**src/rtl/cdb_arbiter_pkg.sv**
```systemverilog
// Shared constants, requester identifiers and helpers for the CDB arbiter.
package cdb_arbiter_pkg;

  localparam int DATA_W = 16;
  localparam int TAG_W  = 3;
  localparam int NREQ   = 4;

  typedef enum logic [1:0] {
    FU_ADD = 2'd0,
    FU_MUL = 2'd1,
    FU_LD  = 2'd2,
    FU_BCH = 2'd3
  } fu_e;

  // Width of an index into n requesters; never narrower than one bit.
  function automatic int src_width(input int n);
    return (n > 1) ? $clog2(n) : 1;
  endfunction

  // Successor of idx among n slots, wrapping from n-1 back to 0.
  function automatic int next_index(input int idx, input int n);
    return (idx + 1 >= n) ? 0 : idx + 1;
  endfunction

endpackage

```
**src/rtl/cdb_arbiter_if.sv**
```systemverilog
// Requester handshake and common-data-bus broadcast signals.
// master: the functional units / ROB side; slave: the arbiter.
interface cdb_arbiter_if #(
  parameter int NREQ   = cdb_arbiter_pkg::NREQ,
  parameter int DATA_W = cdb_arbiter_pkg::DATA_W,
  parameter int TAG_W  = cdb_arbiter_pkg::TAG_W
);
  import cdb_arbiter_pkg::*;

  localparam int SRC_W = src_width(NREQ);

  logic [NREQ-1:0]        req_valid;
  logic [NREQ*TAG_W-1:0]  req_tag;
  logic [NREQ*DATA_W-1:0] req_data;
  logic [NREQ-1:0]        req_ready;
  logic                   cdb_stall;
  logic                   flush;
  logic                   cdb_valid;
  logic [TAG_W-1:0]       cdb_tag;
  logic [DATA_W-1:0]      cdb_data;
  logic [SRC_W-1:0]       cdb_src;

  modport master (
    output req_valid, req_tag, req_data, cdb_stall, flush,
    input  req_ready, cdb_valid, cdb_tag, cdb_data, cdb_src
  );

  modport slave (
    input  req_valid, req_tag, req_data, cdb_stall, flush,
    output req_ready, cdb_valid, cdb_tag, cdb_data, cdb_src
  );

endinterface

```
**src/rtl/cdb_arbiter_rr_picker.sv**
```systemverilog
// Combinational rotating-priority picker: first valid slot at or after ptr,
// scanning upward modulo N. Returns a one-hot grant, its index and a hit flag.
module rr_picker #(
  parameter int N     = 4,
  parameter int IDX_W = 2
) (
  input  logic [N-1:0]     valid,
  input  logic [IDX_W-1:0] ptr,
  output logic [N-1:0]     grant,
  output logic [IDX_W-1:0] idx,
  output logic             any
);

  // Walk the slots starting at ptr and latch onto the first valid one.
  always_comb begin
    grant = '0;
    idx   = '0;
    any   = 1'b0;
    for (int k = 0; k < N; k++) begin
      if (!any && valid[(int'(ptr) + k) % N]) begin
        any   = 1'b1;
        idx   = IDX_W'((int'(ptr) + k) % N);
        grant[(int'(ptr) + k) % N] = 1'b1;
      end
    end
  end

endmodule

```
**src/rtl/cdb_arbiter.sv**
```systemverilog
// Common-data-bus arbiter: picks one completed functional-unit result per
// cycle and broadcasts its ROB tag and value one cycle later.
// Compile-time option: define CDB_FIXED_PRIO_EN for fixed lowest-index-wins
// priority; left undefined, grants rotate round-robin.
module cdb_arbiter #(
  parameter int NREQ   = cdb_arbiter_pkg::NREQ,
  parameter int DATA_W = cdb_arbiter_pkg::DATA_W,
  parameter int TAG_W  = cdb_arbiter_pkg::TAG_W
) (
  input logic          clk1,
  input logic          rst_n,
  cdb_arbiter_if.slave bus
);
  import cdb_arbiter_pkg::*;

  localparam int SRC_W = src_width(NREQ);

  logic [NREQ-1:0]   grant;
  logic [SRC_W-1:0]  win_idx;
  logic              win_any;
  logic [SRC_W-1:0]  ptr_cur;
  logic              grant_en;
  logic              xfer;

  logic              cdb_valid_q;
  logic [TAG_W-1:0]  cdb_tag_q;
  logic [DATA_W-1:0] cdb_data_q;
  logic [SRC_W-1:0]  cdb_src_q;

`ifdef CDB_FIXED_PRIO_EN
  assign ptr_cur = '0;
`else
  logic [SRC_W-1:0] rr_ptr;

  assign ptr_cur = rr_ptr;

  // Rotate the priority pointer to just past the last winner.
  always_ff @(posedge clk1) begin
    if (!rst_n) begin
      rr_ptr <= '0;
    end else if (xfer) begin
      rr_ptr <= SRC_W'(next_index(int'(win_idx), NREQ));
    end
  end
`endif

  rr_picker #(
    .N     (NREQ),
    .IDX_W (SRC_W)
  ) u_picker (
    .valid (bus.req_valid),
    .ptr   (ptr_cur),
    .grant (grant),
    .idx   (win_idx),
    .any   (win_any)
  );

  // Grants are suppressed in reset, while the bus is stalled, and on a squash.
  always_comb begin
    grant_en      = rst_n && !bus.cdb_stall && !bus.flush;
    bus.req_ready = grant_en ? grant : '0;
    xfer          = grant_en && win_any;
  end

  // Broadcast register: flush beats stall, stall freezes, otherwise load the winner.
  always_ff @(posedge clk1) begin
    if (!rst_n) begin
      cdb_valid_q <= 1'b0;
      cdb_tag_q   <= '0;
      cdb_data_q  <= '0;
      cdb_src_q   <= '0;
    end else if (bus.flush) begin
      cdb_valid_q <= 1'b0;
    end else if (bus.cdb_stall) begin
      cdb_valid_q <= cdb_valid_q;
    end else if (xfer) begin
      cdb_valid_q <= 1'b1;
      cdb_tag_q   <= bus.req_tag[int'(win_idx)*TAG_W +: TAG_W];
      cdb_data_q  <= bus.req_data[int'(win_idx)*DATA_W +: DATA_W];
      cdb_src_q   <= win_idx;
    end else begin
      cdb_valid_q <= 1'b0;
    end
  end

  assign bus.cdb_valid = cdb_valid_q;
  assign bus.cdb_tag   = cdb_tag_q;
  assign bus.cdb_data  = cdb_data_q;
  assign bus.cdb_src   = cdb_src_q;

endmodule

```
**src/flat_wrapper.sv**
```systemverilog
// flat-port wrapper written by rule: the top's interface ports become plain ports
module cdb_arbiter_flat import cdb_arbiter_pkg::*;
#(
  parameter int NREQ   = cdb_arbiter_pkg::NREQ,
  parameter int DATA_W = cdb_arbiter_pkg::DATA_W,
  parameter int TAG_W  = cdb_arbiter_pkg::TAG_W
)
  (clk1, rst_n, bus_req_valid, bus_req_tag, bus_req_data, bus_cdb_stall, bus_flush, bus_req_ready, bus_cdb_valid, bus_cdb_tag, bus_cdb_data, bus_cdb_src);
  cdb_arbiter_if #(.NREQ(NREQ), .DATA_W(DATA_W), .TAG_W(TAG_W)) bus_i ();
  input logic clk1;
  input logic rst_n;
  input wire logic [$bits(bus_i.req_valid)-1:0] bus_req_valid;
  input wire logic [$bits(bus_i.req_tag)-1:0] bus_req_tag;
  input wire logic [$bits(bus_i.req_data)-1:0] bus_req_data;
  input wire logic [$bits(bus_i.cdb_stall)-1:0] bus_cdb_stall;
  input wire logic [$bits(bus_i.flush)-1:0] bus_flush;
  output wire logic [$bits(bus_i.req_ready)-1:0] bus_req_ready;
  output wire logic [$bits(bus_i.cdb_valid)-1:0] bus_cdb_valid;
  output wire logic [$bits(bus_i.cdb_tag)-1:0] bus_cdb_tag;
  output wire logic [$bits(bus_i.cdb_data)-1:0] bus_cdb_data;
  output wire logic [$bits(bus_i.cdb_src)-1:0] bus_cdb_src;
  assign bus_i.req_valid = bus_req_valid;
  assign bus_i.req_tag = bus_req_tag;
  assign bus_i.req_data = bus_req_data;
  assign bus_i.cdb_stall = bus_cdb_stall;
  assign bus_i.flush = bus_flush;
  assign bus_req_ready = bus_i.req_ready;
  assign bus_cdb_valid = bus_i.cdb_valid;
  assign bus_cdb_tag = bus_i.cdb_tag;
  assign bus_cdb_data = bus_i.cdb_data;
  assign bus_cdb_src = bus_i.cdb_src;
  cdb_arbiter #(.NREQ(NREQ), .DATA_W(DATA_W), .TAG_W(TAG_W)) u_core (.clk1(clk1), .rst_n(rst_n), .bus(bus_i));
endmodule
```
**config.mk**
```make
export PLATFORM = sky130hd
export DESIGN_NAME = cdb_arbiter_flat
export DESIGN_NICKNAME = d
export VERILOG_FILES = /design/src/rtl/cdb_arbiter_pkg.sv /design/src/rtl/cdb_arbiter_if.sv /design/src/rtl/cdb_arbiter_rr_picker.sv /design/src/rtl/cdb_arbiter.sv /design/src/flat_wrapper.sv
export SDC_FILE = /design/constraint.sdc
export NUM_CORES = 1
export LEC_CHECK = 0
export BUFFER_PORTS_ARGS = -buffer_cell sky130_fd_sc_hd__buf_4
export CORE_MARGIN = 2
export CORE_UTILIZATION = 50
export DETAILED_ROUTE_END_ITERATION = 6
export PLACE_DENSITY = 0.95
export SLEW_MARGIN = 20
export SYNTH_ARGS = -nofsm -noshare
export SYNTH_HDL_FRONTEND = slang
export SYNTH_SLANG_ARGS = --single-unit
```
**constraint.sdc**
```tcl
create_clock -name clk1 -period 5.4 [get_ports clk1]
set_input_delay 1.35 -clock clk1 [delete_from_list [all_inputs] [get_ports clk1]]
set_output_delay 1.35 -clock clk1 [all_outputs]
set_load 0.02 [all_outputs]
```
==> results of run 1 <==
## layout make-up
type                            instances  area, µm²  share of cell area (%)
Clock buffer                            4      55.05                   1.828
Inverter                                7      26.28                  0.8725
Multi-Input combinational cell        180       1554                   51.60
Sequential cell                        24      480.5                   15.95
Tap cell                               50      62.56                   2.077
Timing Repair Buffer                  111      833.3                   27.67
## cells in the mapped netlist
cell / instances
mux2i_1: 40
nor2_1: 25
dfxtp_1: 24
o221ai_1: 17
o22ai_1: 16
o2bb2a_4: 10
buf_2: 8
nand2_1: 8
a21oi_1: 7
a221oi_1: 7
ha_1: 7
inv_1: 6
o2bb2a_1: 6
clkbuf_1: 5
a22oi_1: 4
buf_6: 4
nor3_1: 4
a211oi_1: 3
or3_1: 3
a2111o_1: 2
a21o_1: 2
buf_4: 2
mux4_2: 2
nand2b_1: 2
or2_1: 2
a2111oi_2: 1
a211o_1: 1
a21boi_0: 1
a311oi_1: 1
inv_2: 1
mux2i_2: 1
nand2b_2: 1
nor2b_4: 1
nor4_1: 1
o21ai_1: 1
o21ai_2: 1
o21bai_4: 1
o32a_1: 1
o32ai_1: 1
## critical path, cell delays in order (launching register included)
cell and delay, ps:
dfxtp_1 890, inv_1 240, ha_1 470, mux4_2 450, a2111oi_2 520, a221oi_1 160
nor2_1 130, buf_4 150
## routing by layer
layer	vias to the layer above	global-route usage, %
met5	-	0
met4	0	8.974
met3	10	5.483
met2	100	50.48
met1	1101	29.45
li1	1103	-
## cell families (layout without fill, tap and decap cells)
logic type,Yosys count,after routing,synth area share [%]
AOI/OAI and AO/OA,83,83,36.17
adders and majority gates,7,7,4.025
buffers and inverters,26,122,6.670
DFF,24,24,22.08
muxes,43,43,21.10
and+or+nand+nor,47,47,9.948
## power by group
group / switching, mW / leakage (nW) / total (mW) / internal [mW]
logic: 0.158 / 1.15 / 0.309 / 0.151
clock network: 0.0593 / 0.0288 / 0.124 / 0.0651
registers: 0.0147 / 0.196 / 0.208 / 0.193
total: 0.232 / 1.37 / 0.641 / 0.410
## flip-flops by register name (all words and copies together), names as in the netlist
| register | count |
|---|---|
| u_core.bus.cdb_data | 16 |
| u_core.bus.cdb_src | 2 |
| u_core.bus.cdb_tag | 3 |
| u_core.bus.cdb_valid | 1 |
| u_core.ptr_cur | 2 |
## through the flow
step	instance area (µm²)	instances	power [mW]
after global routing	3012	376	0.6757
after global placement	2957	372	0.5104
final	3012	376	0.6414
after floorplan	2176	230	0.4136
after CTS	3012	376	0.6395
after detailed placement	2957	372	0.5176
## how the worst min path moves through the flow
stage | depth (start not counted) | end
floorplan | 2 | u_core.bus.cdb_src[1]
global placement | 2 | u_core.bus.cdb_src[1]
detailed placement | 2 | u_core.bus.cdb_src[1]
CTS | 2 | u_core.bus.cdb_src[1]
global route | 1 | u_core.bus.cdb_data[8]
finish | 2 | u_core.bus.cdb_src[1]
==> results.cfg, run 1 <==
[status]
status = complete, no violations

[worst_setup_path]
cp.required_ps = 4050
worstSetupStartpoint = u_core.ptr_cur[0]
r2r_start = u_core.ptr_cur[0]
path_max_fanout = 23
rr_worst_depth = 9
end_kind = output pin
critPathCapture = bus_req_ready[2]
startpoint_type = flop
r2r_slack_ps = 1680
arrival_ps = 3270
r2r-end = u_core.bus.cdb_data[5]
critical_path_class = reg2out

[clock_network]
cts_root_buffer = clkbuf_8
cts_htree_levels = 1
cts.path.max_buffers = 2
cts_resized = 0
post_cts_buffers = 0
cts.clk_slew.worst_paths_ps = 90
clock-sinks = 24
hold_buffers = 0
cts_buffers = 3
cts_tree = built
clk_latency_ps = 270

[sta]
finalCritPeriodShare_pct = 85.51
hold_slack_ps = 461.7
min_period_ps = 4618
slew-limit-headroom_pct = 32.82
finalSetupViolCount = 0
fin_tns_setup_ps = 0
worst_pin_slew_ps = 1008
finClkSkew_ps = 4.411
drv_slew = 0
worst_slack_ps = 782.4
hold_viol_final = 0
fmax_mhz = 216.6
rsz0062_at_grt = no

[die]
pin_count = 110
die_h_um = 69.97
row_count = 23
core-area_mm2 = 0.004086
die_area_mm2 = 0.004895
start_util_pct = 53.25
fp.dieW_um = 69.97

[global_routing]
grt_overflow = 0
grt_max_degree = 24
grt_pass1_wl_mm = 10.77
grt_antenna_before_repair = 0
grt_usage_pct = 26.76
first_global_vias = 2327

[finish]
area_delta_synth_final_pct = 38.41
layout.nets = 418
final_cell_mix = 111 x buf_4, 40 x mux2i_1, 25 x nor2_1
fillers = 323
final_util_pct = 73.70
final_common_cell = buf_4
drive_gt1_share_pct = 41.41
antenna_cells = 0

[placement]
gp_congestion = 0.7863
dp_hpwl_mm = 5.017
portBuffers = 109
preCtsSetupSlack_ps = 984.1

[routing]
dr.pass1.iters = 4
vias_per_cell = 6.154
met3_length_um = 426
drc = 0
final_antenna_net_count = 0
wirelength_mm = 6.709
routedWlPerCell_um = 17.84
top_layer = met4
dr_total_vias = 2314
wl_met1_mm = 2.599
dr_wl_met2_mm = 3.553
drtIter0Drc = 125

[yosys]
syn_avg_cell_area_um2 = 9.460
synth_top_area_cell = dfxtp_1
synth_seq_cells = 24
yosysWarnings = 0
synth_cell_types = 39
synth_nets = 321
netlist_instances = 230
synth_seq_area_share_pct = 22.08
syn_area_mm2 = 0.002176
synthTopCellsByArea = dfxtp_1 22%, mux2i_1 18%, o2bb2a_4 9.2%, o221ai_1 6.8%, o22ai_1 4.6%
synth_top_area_share_pct = 22.08

[power_and_ir_drop]
power_density_mw_per_mm2 = 213.0
power_leakage_nw = 1.374
peakVddDrop_uv = 148.7

[min_path]
min_from = u_core.bus.cdb_src[1]
hp-class = reg2reg

[run]
maxCapViolCount = 0
Power figures use the tool's default switching activity.
==> run 2: changes to the inputs <==
- CORE_UTILIZATION: 50 -> 46
- RECOVER_POWER: default -> 25
- SYNTH_HIERARCHICAL: default -> 1
- clock period: 5.4 -> 5.9 ns (I/O delays scaled with it)
==> results.cfg, run 2 <==
[global_routing]
grt_usage_pct = 25.11
grt_pass1_wl_mm = 8.148
grt_overflow = 0
grt_antenna_before_repair = 0
first_global_vias = 1712
grt_max_degree = 24

[worst_setup_path]
r2r-end = u_core/bus.cdb_tag[1]
r2r_start = u_core/ptr_cur[0]
startpoint_type = input port
end_kind = output pin
arrival_ps = 3190
critPathCapture = bus_req_ready[0]
worstSetupStartpoint = bus_req_valid[3]
cp.required_ps = 4430
critical_path_class = in2out
path_max_fanout = 13
rr_worst_depth = 7
r2r_slack_ps = 2070

[clock_network]
clk_latency_ps = 260
cts_buffers = 3
hold_buffers = 0
cts_htree_levels = 1
cts_root_buffer = clkbuf_8
cts_tree = built
post_cts_buffers = 0
cts.path.max_buffers = 2
cts.clk_slew.worst_paths_ps = 80
cts_resized = 0
clock-sinks = 24

[yosys]
syn_avg_cell_area_um2 = 12.79
synth_top_area_share_pct = 27.83
synth-async-reset-ratio_pct = 0
netlist_top_cells_count = 24 x dfxtp_1, 20 x mux4_2, 19 x a22o_1
yosysWarnings = 6
yosysMostFrequentCell = dfxtp_1
synth_top_area_cell = dfxtp_1
synth_seq_area_share_pct = 27.83
synth_edf_count = 0
synthFlopType = dfxtp_1
synth_seq_cells = 24
synth_nets = 225
syn_area_mm2 = 0.001727
synthTopCellsByArea = dfxtp_1 28%, mux4_2 26%, a22o_1 9.6%, mux4_1 4.6%, ha_1 4.3%
synth_cell_types = 31
netlist_instances = 135

[routing]
dr_total_vias = 1641
vias_per_cell = 5.758
drtIter0Drc = 97
wirelength_mm = 5.244
dr.pass1.iters = 4
routedWlPerCell_um = 18.40
final_antenna_net_count = 0
drc = 0

[sta]
worst_pin_slew_ps = 1067
finalCritPeriodShare_pct = 79.13
finClkSkew_ps = 0.5840
drv_slew = 0
hold_viol_final = 0
hold_slack_ps = 480.6
rsz0062_at_grt = no
finalSetupViolCount = 0
slew-limit-headroom_pct = 28.85
min_period_ps = 4669
fmax_mhz = 214.2
fin_tns_setup_ps = 0

[power_and_ir_drop]
power_density_mw_per_mm2 = 207.6
clkPwrFrac_pct = 20.9
swShare_pct = 31.09
seqPwrFrac_pct = 35.1
p_int_mw = 0.3633
power_leakage_nw = 1.098
peakVddDrop_uv = 99.94
switchingPower_mw = 0.1639
p_comb_share_pct = 44.0

[finish]
drive_gt1_share_pct = 54.01
regArea_um2 = 480.5
final_common_cell = buf_4
final_util_pct = 69.90
fillers = 280
largest_reg_flops = 16
area_delta_synth_final_pct = 47.10
antenna_cells = 0
final_cell_mix = 98 x buf_4, 24 x dfxtp_1, 20 x mux4_2
layout.nets = 328
final_cell_area_mm2 = 0.002540
multiInputGateArea_mm2 = 0.001149

[die]
die_h_um = 65.27
die_area_mm2 = 0.004260
row_count = 22
pin_count = 110
start_util_pct = 47.52
core-area_mm2 = 0.003633
fp.dieW_um = 65.27

[status]
status = complete, no violations

[placement]
postPlaceCellArea_mm2 = 0.002530
dp_hpwl_mm = 4.172
portBuffers = 109
gp_congestion = 0.8505

[min_path]
hp-class = reg2reg

[run]
maxCapViolCount = 0
## run 2: cell count changes after synthesis, sizes merged, moves of 5 or more
cell	before	now
o2bb2a	16	0
nand2	8	1
a21oi	7	1
o221ai	17	0
nor2	25	4
a22o	0	19
a221oi	7	0
o22ai	16	0
mux2i	41	6
buf	14	9
mux4	2	23
## run 2: kinds of logic after synthesis
| family | share of synthesized area (%) |
|---|---|
| buffers and inverters | 6.449 |
| muxes | 35.43 |
| and+or+nand+nor | 8.043 |
| DFF | 27.83 |
| adders and majority gates | 4.348 |
| AOI/OAI and AO/OA | 17.90 |
## run 2: critical path, cell delays in order
cell and delay [ps]:
buf_4 130, mux4_2 620, nor4b_4 420, a22oi_1 130
o21ai_0 100, and3_1 170, buf_4 140
## run 2: cell type report
| cell class | count | share of cell area (%) |
|---|---|---|
| Tap cell | 48 | 2.365 |
| Sequential cell | 24 | 18.92 |
| Multi-Input combinational cell | 95 | 45.22 |
| Clock buffer | 4 | 2.167 |
| Inverter | 4 | 0.5911 |
| Timing Repair Buffer | 110 | 30.74 |
## run 2: per-layer routing
metal	vias to the layer above	wire, µm	global-route usage (%)
li1	764	-	-
met1	799	1873	26.77
met2	66	2858	48.21
met3	12	380	3.938
met4	0	132	10.94
met5	-	0	0
## run 2: through the flow
stage / std cells / power (mW) / setup WS (ps)
3_3_place_gp: 281 / 0.4164 / 1293
5_1_grt: 285 / 0.5571 / 1129
4_1_cts: 285 / 0.5353 / 1263
2_1_floorplan: 135 / 0.3434 / 1587
6_report: 285 / 0.5272 / 1231
3_5_place_dp: 281 / 0.4259 / 1260
## run 2: worst min-delay path by stage
stage	from	end	slack [ps]	cells after the start
4_1_cts	u_core/bus.cdb_tag[1]	u_core/bus.cdb_tag[1]	490	1
3_3_place_gp	u_core/bus.cdb_tag[1]	u_core/bus.cdb_tag[1]	460	1
5_1_grt	u_core/bus.cdb_tag[2]	u_core/bus.cdb_tag[2]	500	1
6_report	u_core/bus.cdb_tag[1]	u_core/bus.cdb_tag[1]	480	1
2_1_floorplan	u_core/ptr_cur[0]	u_core/ptr_cur[0]	540	2
3_5_place_dp	u_core/bus.cdb_tag[1]	u_core/bus.cdb_tag[1]	460	1
## run 2: power groups by stage
| stage | registers (mW) | clock network, mW | logic [mW] |
|---|---|---|---|
| after floorplan | 0.201 | 0 | 0.142 |
| after global placement | 0.188 | 0 | 0.228 |
| after detailed placement | 0.189 | 0 | 0.237 |
| after CTS | 0.185 | 0.113 | 0.237 |
| after global routing | 0.187 | 0.121 | 0.248 |
| final | 0.185 | 0.110 | 0.232 |
